### src/rtl/pipeline_hazard_ctrl_pkg.sv
// Shared types for the pipeline hazard controller.
// MEM wait FSM states and EX operand forward selects.
package pipeline_ctrl_pkg;

  typedef enum logic [1:0] {
    RUN,
    MEM_WAIT,
    MEM_ERR
  } state_t;

  localparam logic [1:0] FWD_RF  = 2'b00;
  localparam logic [1:0] FWD_WB  = 2'b01;
  localparam logic [1:0] FWD_MEM = 2'b10;

endpackage

### src/rtl/pipeline_hazard_ctrl_if.sv
// Hazard bundle between the 5-stage datapath and its controller.
// master = datapath side, slave = hazard controller side.
interface pipeline_hazard_ctrl_if #(
  parameter int REG_AW = 3,
  parameter int CNT_W  = 16
);

  logic [REG_AW-1:0] RsD, RtD;
  logic [REG_AW-1:0] RsE, RtE, RdE;
  logic              RegWriteE, MemToRegE, PCSrcE;
  logic [REG_AW-1:0] RdM;
  logic              RegWriteM, MemReqM, MemReadyM;
  logic [REG_AW-1:0] RdW;
  logic              RegWriteW;

  logic              StallF, StallD, StallE, StallM;
  logic              FlushD, FlushE, FlushW;
  logic [1:0]        ForwardAE, ForwardBE;
  logic              MemErr;
  logic [CNT_W-1:0]  StallCycles;

  modport master (
    output RsD, RtD, RsE, RtE, RdE,
    output RegWriteE, MemToRegE, PCSrcE,
    output RdM, RegWriteM, MemReqM, MemReadyM,
    output RdW, RegWriteW,
    input  StallF, StallD, StallE, StallM,
    input  FlushD, FlushE, FlushW,
    input  ForwardAE, ForwardBE,
    input  MemErr, StallCycles
  );

  modport slave (
    input  RsD, RtD, RsE, RtE, RdE,
    input  RegWriteE, MemToRegE, PCSrcE,
    input  RdM, RegWriteM, MemReqM, MemReadyM,
    input  RdW, RegWriteW,
    output StallF, StallD, StallE, StallM,
    output FlushD, FlushE, FlushW,
    output ForwardAE, ForwardBE,
    output MemErr, StallCycles
  );

endinterface

### src/rtl/pipeline_hazard_ctrl_mem_wait_fsm.sv
// MEM-stage wait/timeout sequencer for multi-cycle data accesses.
// Owns state, wait counter, sticky error and the memory-stall term.
module mem_wait_fsm
  import pipeline_ctrl_pkg::*;
#(
  parameter int TIMEOUT = 16
) (
  input  logic clk,
  input  logic reset,
  input  logic memReq,
  input  logic memReady,
  output logic memStall,
  output logic inRun,
  output logic memErr
);

  localparam int CW = $clog2(TIMEOUT + 1);
  localparam logic [CW-1:0] LAST = CW'(TIMEOUT - 1);

  state_t          state, nextState;
  logic [CW-1:0]   waitCnt, nextCnt;

  always_ff @(posedge clk) begin
    if (reset) begin
      state   <= RUN;
      waitCnt <= '0;
      memErr  <= 1'b0;
    end else begin
      state   <= nextState;
      waitCnt <= nextCnt;
      if (nextState == MEM_ERR)
        memErr <= 1'b1;
    end
  end

  // waitCnt counts every stalled cycle of the access, the entry one included
  always_comb begin
    nextState = state;
    nextCnt   = waitCnt;
    memStall  = 1'b0;
    unique case (state)
      RUN: begin
        nextCnt = '0;
        if (memReq && !memReady) begin
          nextState = MEM_WAIT;
          nextCnt   = CW'(1);
          memStall  = 1'b1;
        end
      end
      MEM_WAIT: begin
        if (memReady) begin
          nextState = RUN;
          nextCnt   = '0;
        end else begin
          memStall = 1'b1;
          nextCnt  = waitCnt + CW'(1);
          if (waitCnt == LAST)
            nextState = MEM_ERR;
        end
      end
      MEM_ERR: memStall = 1'b1;
      default: nextState = RUN;
    endcase
  end

  assign inRun = (state == RUN);

endmodule

### src/rtl/pipeline_hazard_ctrl.sv
// Central hazard controller: stalls, flushes, forwarding
// and a saturating stall-cycle counter.
module pipeline_hazard_ctrl
  import pipeline_ctrl_pkg::*;
#(
  parameter int REG_AW  = 3,
  parameter int TIMEOUT = 16,
  parameter int CNT_W   = 16,
  parameter int R0_ZERO = 1
) (
  input logic clk,
  input logic reset,
  pipeline_hazard_ctrl_if.slave hz
);

  logic memStall, inRun, memErr;
  logic loadUse, branch, ldHit, rdE0;
  logic stallF;
  logic [1:0] fwdA, fwdB;
  logic [CNT_W-1:0] stallCnt;

  mem_wait_fsm #(.TIMEOUT(TIMEOUT)) u_fsm (
    .clk      (clk),
    .reset    (reset),
    .memReq   (hz.MemReqM),
    .memReady (hz.MemReadyM),
    .memStall (memStall),
    .inRun    (inRun),
    .memErr   (memErr)
  );

  function automatic logic [1:0] fwdSel(
    input logic [REG_AW-1:0] rs,
    input logic [REG_AW-1:0] rdM,
    input logic              rwM,
    input logic [REG_AW-1:0] rdW,
    input logic              rwW
  );
    logic zero, hitM, hitW;
    zero = (R0_ZERO != 0) && (rs == '0);
    hitM = !zero && rwM && (rdM == rs);
    hitW = !zero && !hitM && rwW && (rdW == rs);
    unique case (1'b1)
      hitM:    return FWD_MEM;
      hitW:    return FWD_WB;
      default: return FWD_RF;
    endcase
  endfunction

  always_comb begin
    fwdA = fwdSel(hz.RsE, hz.RdM, hz.RegWriteM,
                  hz.RdW, hz.RegWriteW);
    fwdB = fwdSel(hz.RtE, hz.RdM, hz.RegWriteM,
                  hz.RdW, hz.RegWriteW);
  end

  assign rdE0    = (R0_ZERO != 0) && (hz.RdE == '0);
  assign ldHit   = (hz.RdE == hz.RsD) || (hz.RdE == hz.RtD);
  assign loadUse = inRun && !memStall && hz.MemToRegE
                && hz.RegWriteE && ldHit && !rdE0;
  assign branch  = hz.PCSrcE && !memStall;

  // memory stall beats branch, branch beats load-use
  assign stallF = !reset
               && (memStall || (loadUse && !branch));

  assign hz.StallF = stallF;
  assign hz.StallD = stallF;
  assign hz.StallE = !reset && memStall;
  assign hz.StallM = !reset && memStall;
  assign hz.FlushD = !reset && branch;
  assign hz.FlushE = !reset && (branch || loadUse);
  assign hz.FlushW = !reset && memStall;
  assign hz.ForwardAE = reset ? FWD_RF : fwdA;
  assign hz.ForwardBE = reset ? FWD_RF : fwdB;
  assign hz.MemErr = memErr;
  assign hz.StallCycles = stallCnt;

  always_ff @(posedge clk) begin
    if (reset)
      stallCnt <= '0;
    else if (stallF && !(&stallCnt))
      stallCnt <= stallCnt + CNT_W'(1);
  end

endmodule

### src/flat_wrapper.sv
// flat-port wrapper written by rule: the top's interface ports become plain ports
module pipeline_hazard_ctrl_flat import pipeline_ctrl_pkg::*;
#(
  parameter int REG_AW  = 3,
  parameter int TIMEOUT = 16,
  parameter int CNT_W   = 16,
  parameter int R0_ZERO = 1
)
  (clk, reset, hz_RsD, hz_RtD, hz_RsE, hz_RtE, hz_RdE, hz_RegWriteE, hz_MemToRegE, hz_PCSrcE, hz_RdM, hz_RegWriteM, hz_MemReqM, hz_MemReadyM, hz_RdW, hz_RegWriteW, hz_StallF, hz_StallD, hz_StallE, hz_StallM, hz_FlushD, hz_FlushE, hz_FlushW, hz_ForwardAE, hz_ForwardBE, hz_MemErr, hz_StallCycles);
  pipeline_hazard_ctrl_if #(.REG_AW(REG_AW), .CNT_W(CNT_W)) hz_i ();
  input logic clk;
  input logic reset;
  input wire logic [$bits(hz_i.RsD)-1:0] hz_RsD;
  input wire logic [$bits(hz_i.RtD)-1:0] hz_RtD;
  input wire logic [$bits(hz_i.RsE)-1:0] hz_RsE;
  input wire logic [$bits(hz_i.RtE)-1:0] hz_RtE;
  input wire logic [$bits(hz_i.RdE)-1:0] hz_RdE;
  input wire logic [$bits(hz_i.RegWriteE)-1:0] hz_RegWriteE;
  input wire logic [$bits(hz_i.MemToRegE)-1:0] hz_MemToRegE;
  input wire logic [$bits(hz_i.PCSrcE)-1:0] hz_PCSrcE;
  input wire logic [$bits(hz_i.RdM)-1:0] hz_RdM;
  input wire logic [$bits(hz_i.RegWriteM)-1:0] hz_RegWriteM;
  input wire logic [$bits(hz_i.MemReqM)-1:0] hz_MemReqM;
  input wire logic [$bits(hz_i.MemReadyM)-1:0] hz_MemReadyM;
  input wire logic [$bits(hz_i.RdW)-1:0] hz_RdW;
  input wire logic [$bits(hz_i.RegWriteW)-1:0] hz_RegWriteW;
  output wire logic [$bits(hz_i.StallF)-1:0] hz_StallF;
  output wire logic [$bits(hz_i.StallD)-1:0] hz_StallD;
  output wire logic [$bits(hz_i.StallE)-1:0] hz_StallE;
  output wire logic [$bits(hz_i.StallM)-1:0] hz_StallM;
  output wire logic [$bits(hz_i.FlushD)-1:0] hz_FlushD;
  output wire logic [$bits(hz_i.FlushE)-1:0] hz_FlushE;
  output wire logic [$bits(hz_i.FlushW)-1:0] hz_FlushW;
  output wire logic [$bits(hz_i.ForwardAE)-1:0] hz_ForwardAE;
  output wire logic [$bits(hz_i.ForwardBE)-1:0] hz_ForwardBE;
  output wire logic [$bits(hz_i.MemErr)-1:0] hz_MemErr;
  output wire logic [$bits(hz_i.StallCycles)-1:0] hz_StallCycles;
  assign hz_i.RsD = hz_RsD;
  assign hz_i.RtD = hz_RtD;
  assign hz_i.RsE = hz_RsE;
  assign hz_i.RtE = hz_RtE;
  assign hz_i.RdE = hz_RdE;
  assign hz_i.RegWriteE = hz_RegWriteE;
  assign hz_i.MemToRegE = hz_MemToRegE;
  assign hz_i.PCSrcE = hz_PCSrcE;
  assign hz_i.RdM = hz_RdM;
  assign hz_i.RegWriteM = hz_RegWriteM;
  assign hz_i.MemReqM = hz_MemReqM;
  assign hz_i.MemReadyM = hz_MemReadyM;
  assign hz_i.RdW = hz_RdW;
  assign hz_i.RegWriteW = hz_RegWriteW;
  assign hz_StallF = hz_i.StallF;
  assign hz_StallD = hz_i.StallD;
  assign hz_StallE = hz_i.StallE;
  assign hz_StallM = hz_i.StallM;
  assign hz_FlushD = hz_i.FlushD;
  assign hz_FlushE = hz_i.FlushE;
  assign hz_FlushW = hz_i.FlushW;
  assign hz_ForwardAE = hz_i.ForwardAE;
  assign hz_ForwardBE = hz_i.ForwardBE;
  assign hz_MemErr = hz_i.MemErr;
  assign hz_StallCycles = hz_i.StallCycles;
  pipeline_hazard_ctrl #(.REG_AW(REG_AW), .TIMEOUT(TIMEOUT), .CNT_W(CNT_W), .R0_ZERO(R0_ZERO)) u_core (.clk(clk), .reset(reset), .hz(hz_i));
endmodule
### config.mk
export PLATFORM = sky130hd
export DESIGN_NAME = pipeline_hazard_ctrl_flat
export DESIGN_NICKNAME = d
export VERILOG_FILES = /design/src/rtl/pipeline_hazard_ctrl_pkg.sv /design/src/rtl/pipeline_hazard_ctrl_if.sv /design/src/rtl/pipeline_hazard_ctrl_mem_wait_fsm.sv /design/src/rtl/pipeline_hazard_ctrl.sv /design/src/flat_wrapper.sv
export SDC_FILE = /design/constraint.sdc
export NUM_CORES = 1
export LEC_CHECK = 0
export BUFFER_PORTS_ARGS = -buffer_cell sky130_fd_sc_hd__buf_4
export CORE_MARGIN = 5
export CORE_UTILIZATION = 52
export CTS_CLUSTER_DIAMETER = 60
export DETAILED_ROUTE_END_ITERATION = 8
export GPL_ROUTABILITY_DRIVEN = 0
export PLACE_DENSITY = 0.92
export REMOVE_ABC_BUFFERS = 1
export SYNTH_ARGS = -nofsm -noshare
export SYNTH_HDL_FRONTEND = slang
export SYNTH_SLANG_ARGS = --single-unit
### constraint.sdc
create_clock -name clk -period 4.19 [get_ports clk]
set_input_delay 0.6285 -clock clk [delete_from_list [all_inputs] [get_ports clk]]
set_output_delay 0.6285 -clock clk [all_outputs]
set_load 0.1 [all_outputs]
==> metrics.txt <==
Root Buffer=clkbuf_4; number of buffers added on ports=57; Leakage Power=approximately 0.00079 uW; top cell type's share of synthesized area=between 30% and 40%; Slew HR=~39%; Setup TNS Final=0 ps; number of synthesized flops with an enable pin=0; drt wl/cell=14.3 um; Layout Nets=275; Bufs on Longest Clock Path=2; Synth top cells by count=dfxtp_1 (24), nor2_1 (19), a21oi_1 (18), nand3_1 (12), xnor2_1 (12); Flop pwr share=48.7%; switching power=around 150 uW; total CTS buffers=3; die outline width=approximately 64 um; Final setup violation count=0; Clk pwr share=25.1%; combinational power share=a little over a quarter; status=finished, final reports clean; Critical Path Fanout Max=26; ANT nets after route=0; Hold WS=~480 ps; Iteration-0 DRC Markers=65; post-synthesis simple-gate area fraction=between 30 and 40%; largest net degree at the start of global routing=27; Die Ht=around 64 um; synth unique cells=39; number of global-route vias before repair=~1600; Area after DPL=between 0.0015 and 0.002 mm2; Critical Path AT=about 3000 ps; Initial Util=a little over half; fraction of layout cells with a size suffix above 1=around 28%; top post-synthesis cells by area=dfxtp_1 (32%), xnor2_1 (7.0%), a21oi_1 (6.0%); grt total ovfl=0; crit start category=flop; Req. time, crit path=roughly 4400 ps; Compound-Gate Fraction of Synth Area=between 20% and 30%; # rows=19; clock sink total=24; pwr dens=about 250 mW/mm2; Tcrit/Tclk final=66.3%; first-pass GRT wire length=approximately 6600 um; RSZ-0062 raised after global routing=false; Critical Path Sink Type=flop; multiplexer area fraction after synthesis=less than 1%; Synth Area in XOR/XNOR=under 10%; hold_buf cts=0; Max-Cap Viols=0; Slew @ Worst Pin=around 910 ps; Final Max Slew Viols=0; asr flop ratio synth=0%; adder-cell share of the synthesized area=roughly 2.5%; Remaining DRCs=0; synth warn=0; GRT Total Usage=between 10% and 20%; Hold Path Class=flop to flop; Pwr Total=~480 uW; Die ar.=around 0.0041 mm2; number of gates resized after CTS=0; H-tree level count=1; dpl hpwl=a little under 3000 um; Max Fclk=about 360 MHz; cell area after synthesis=0.00150 mm2; area growth from synthesis to layout=30.3%; Tmin final=2780 ps; design area=0.00196 mm2; main combinational cell family by area after synthesis=simple AND/OR/NAND/NOR gates; Peak VDD IR=~0.21 mV; # diodes=0; final wirelength=between 3000 and 4000 um; core area=between 0.002 and 0.003 mm2; sw frac=31.6%; Post-CTS Setup Inserts=0; Clock Latency Late Sink=320 ps; Avg Cell Area, Syn=approximately 8.0 um2; router iterations before antenna repair=4; Ports=between 50 and 60; total number of vias=~1600; Syn Inst Count=about 190; FILL cells=around 230; Worst-path clk slew=~130 ps; Seq/Total Area, Yosys=between 30% and 40%; Worst Skew=roughly 6 ps; endpoints failing hold=0; leading area contributor after synthesis=dfxtp_1; top-count cell post-synth=dfxtp_1; Pint=roughly 330 uW; Synth Flop Type=dfxtp_1; Vias/cell=a little under 6; Crit Path Category=flop to flop; CTS tree=built; initial antenna violation count=0; Synth Register Bits=24
-- critical path, cell delays in order (launching register included) --
cell and delay (ps):
dfxtp_1 440, ha_1 200, nand3_1 170, nor4_1 630, nor3_1 170, nor2_2 730
mux2i_1 270, nor2_1 50
-- per-layer routing --
layer | routed length [um] | global-route usage (%)
met4 | 50 | 9.61
met1 | 1710 | 23.1
met5 | 0 | 0
met3 | 342 | 5.08
met2 | 1780 | 31.4
-- power by group through the flow --
stage / sequential [uW] / clock, uW / combinational [uW]
finish: 234 / 121 / 126
global route: 235 / 136 / 135
CTS: 234 / 125 / 126
detailed placement: 239 / 0 / 126
global placement: 239 / 0 / 124
floorplan: 245 / 0 / 72.1
-- layout make-up --
class / instances / area, um2 / area share [%]
multi-input combinational: 152 / 961 / 49.0
sequential: 24 / 480 / 24.5
timing repair buffer: 57 / 428 / 21.8
tap: 31 / 38.8 / 1.98
clock buffer: 4 / 36.3 / 1.85
inverter: 4 / 15.0 / 0.766
-- stage by stage --
step,instances,util [%],setup slack (ps)
after floorplan,180,-,-2370
after global placement,268,69.7,1470
after detailed placement,268,69.7,1430
after CTS,272,71.1,1440
after global routing,272,71.1,1160
final,272,71.1,1410
-- cells by family after synthesis --
family,Yosys count
compound gates,47
xor+xnor,16
fa+ha+maj,3
buf+inv,13
flops,24
mux,1
simple gates,85
-- sequential cells by signal (all words and copies together), names as in the netlist --
name                   cells
u_core.hz.StallCycles     16
u_core.u_fsm.memErr        1
u_core.u_fsm.state         2
u_core.u_fsm.waitCnt       5
-- final timing paths --
path,start,to,slack (ps),depth (start not counted)
max,u_core.hz.StallCycles[0]$_SDFFE_PP0P_,u_core.hz.StallCycles[1]$_SDFFE_PP0P_,1410,7
min reg2reg,u_core.u_fsm.memErr$_SDFFE_PP0N_,u_core.u_fsm.memErr$_SDFFE_PP0N_,480,1
max reg2reg,u_core.hz.StallCycles[0]$_SDFFE_PP0P_,u_core.hz.StallCycles[1]$_SDFFE_PP0P_,1410,7
min,u_core.u_fsm.memErr$_SDFFE_PP0N_,u_core.u_fsm.memErr$_SDFFE_PP0N_,480,1
-- cell usage in the layout (no fill, tap or decap), types with 3 or more instances in the layout --
cell type,count
a21o_1,3
a21oi_1,18
a31oi_1,3
and3_1,4
buf_4,57
clkbuf_4,3
dfxtp_1,24
ha_1,3
inv_1,4
nand2_1,8
nand2b_1,3
nand3_1,12
nand4_1,5
nor2_1,19
nor2b_1,3
nor3_1,9
nor4_1,3
o21ai_0,4
o21ai_1,4
o31ai_1,7
or3_1,4
or4_1,6
xnor2_1,12
xor2_1,4
Power figures use the tool's default switching activity.
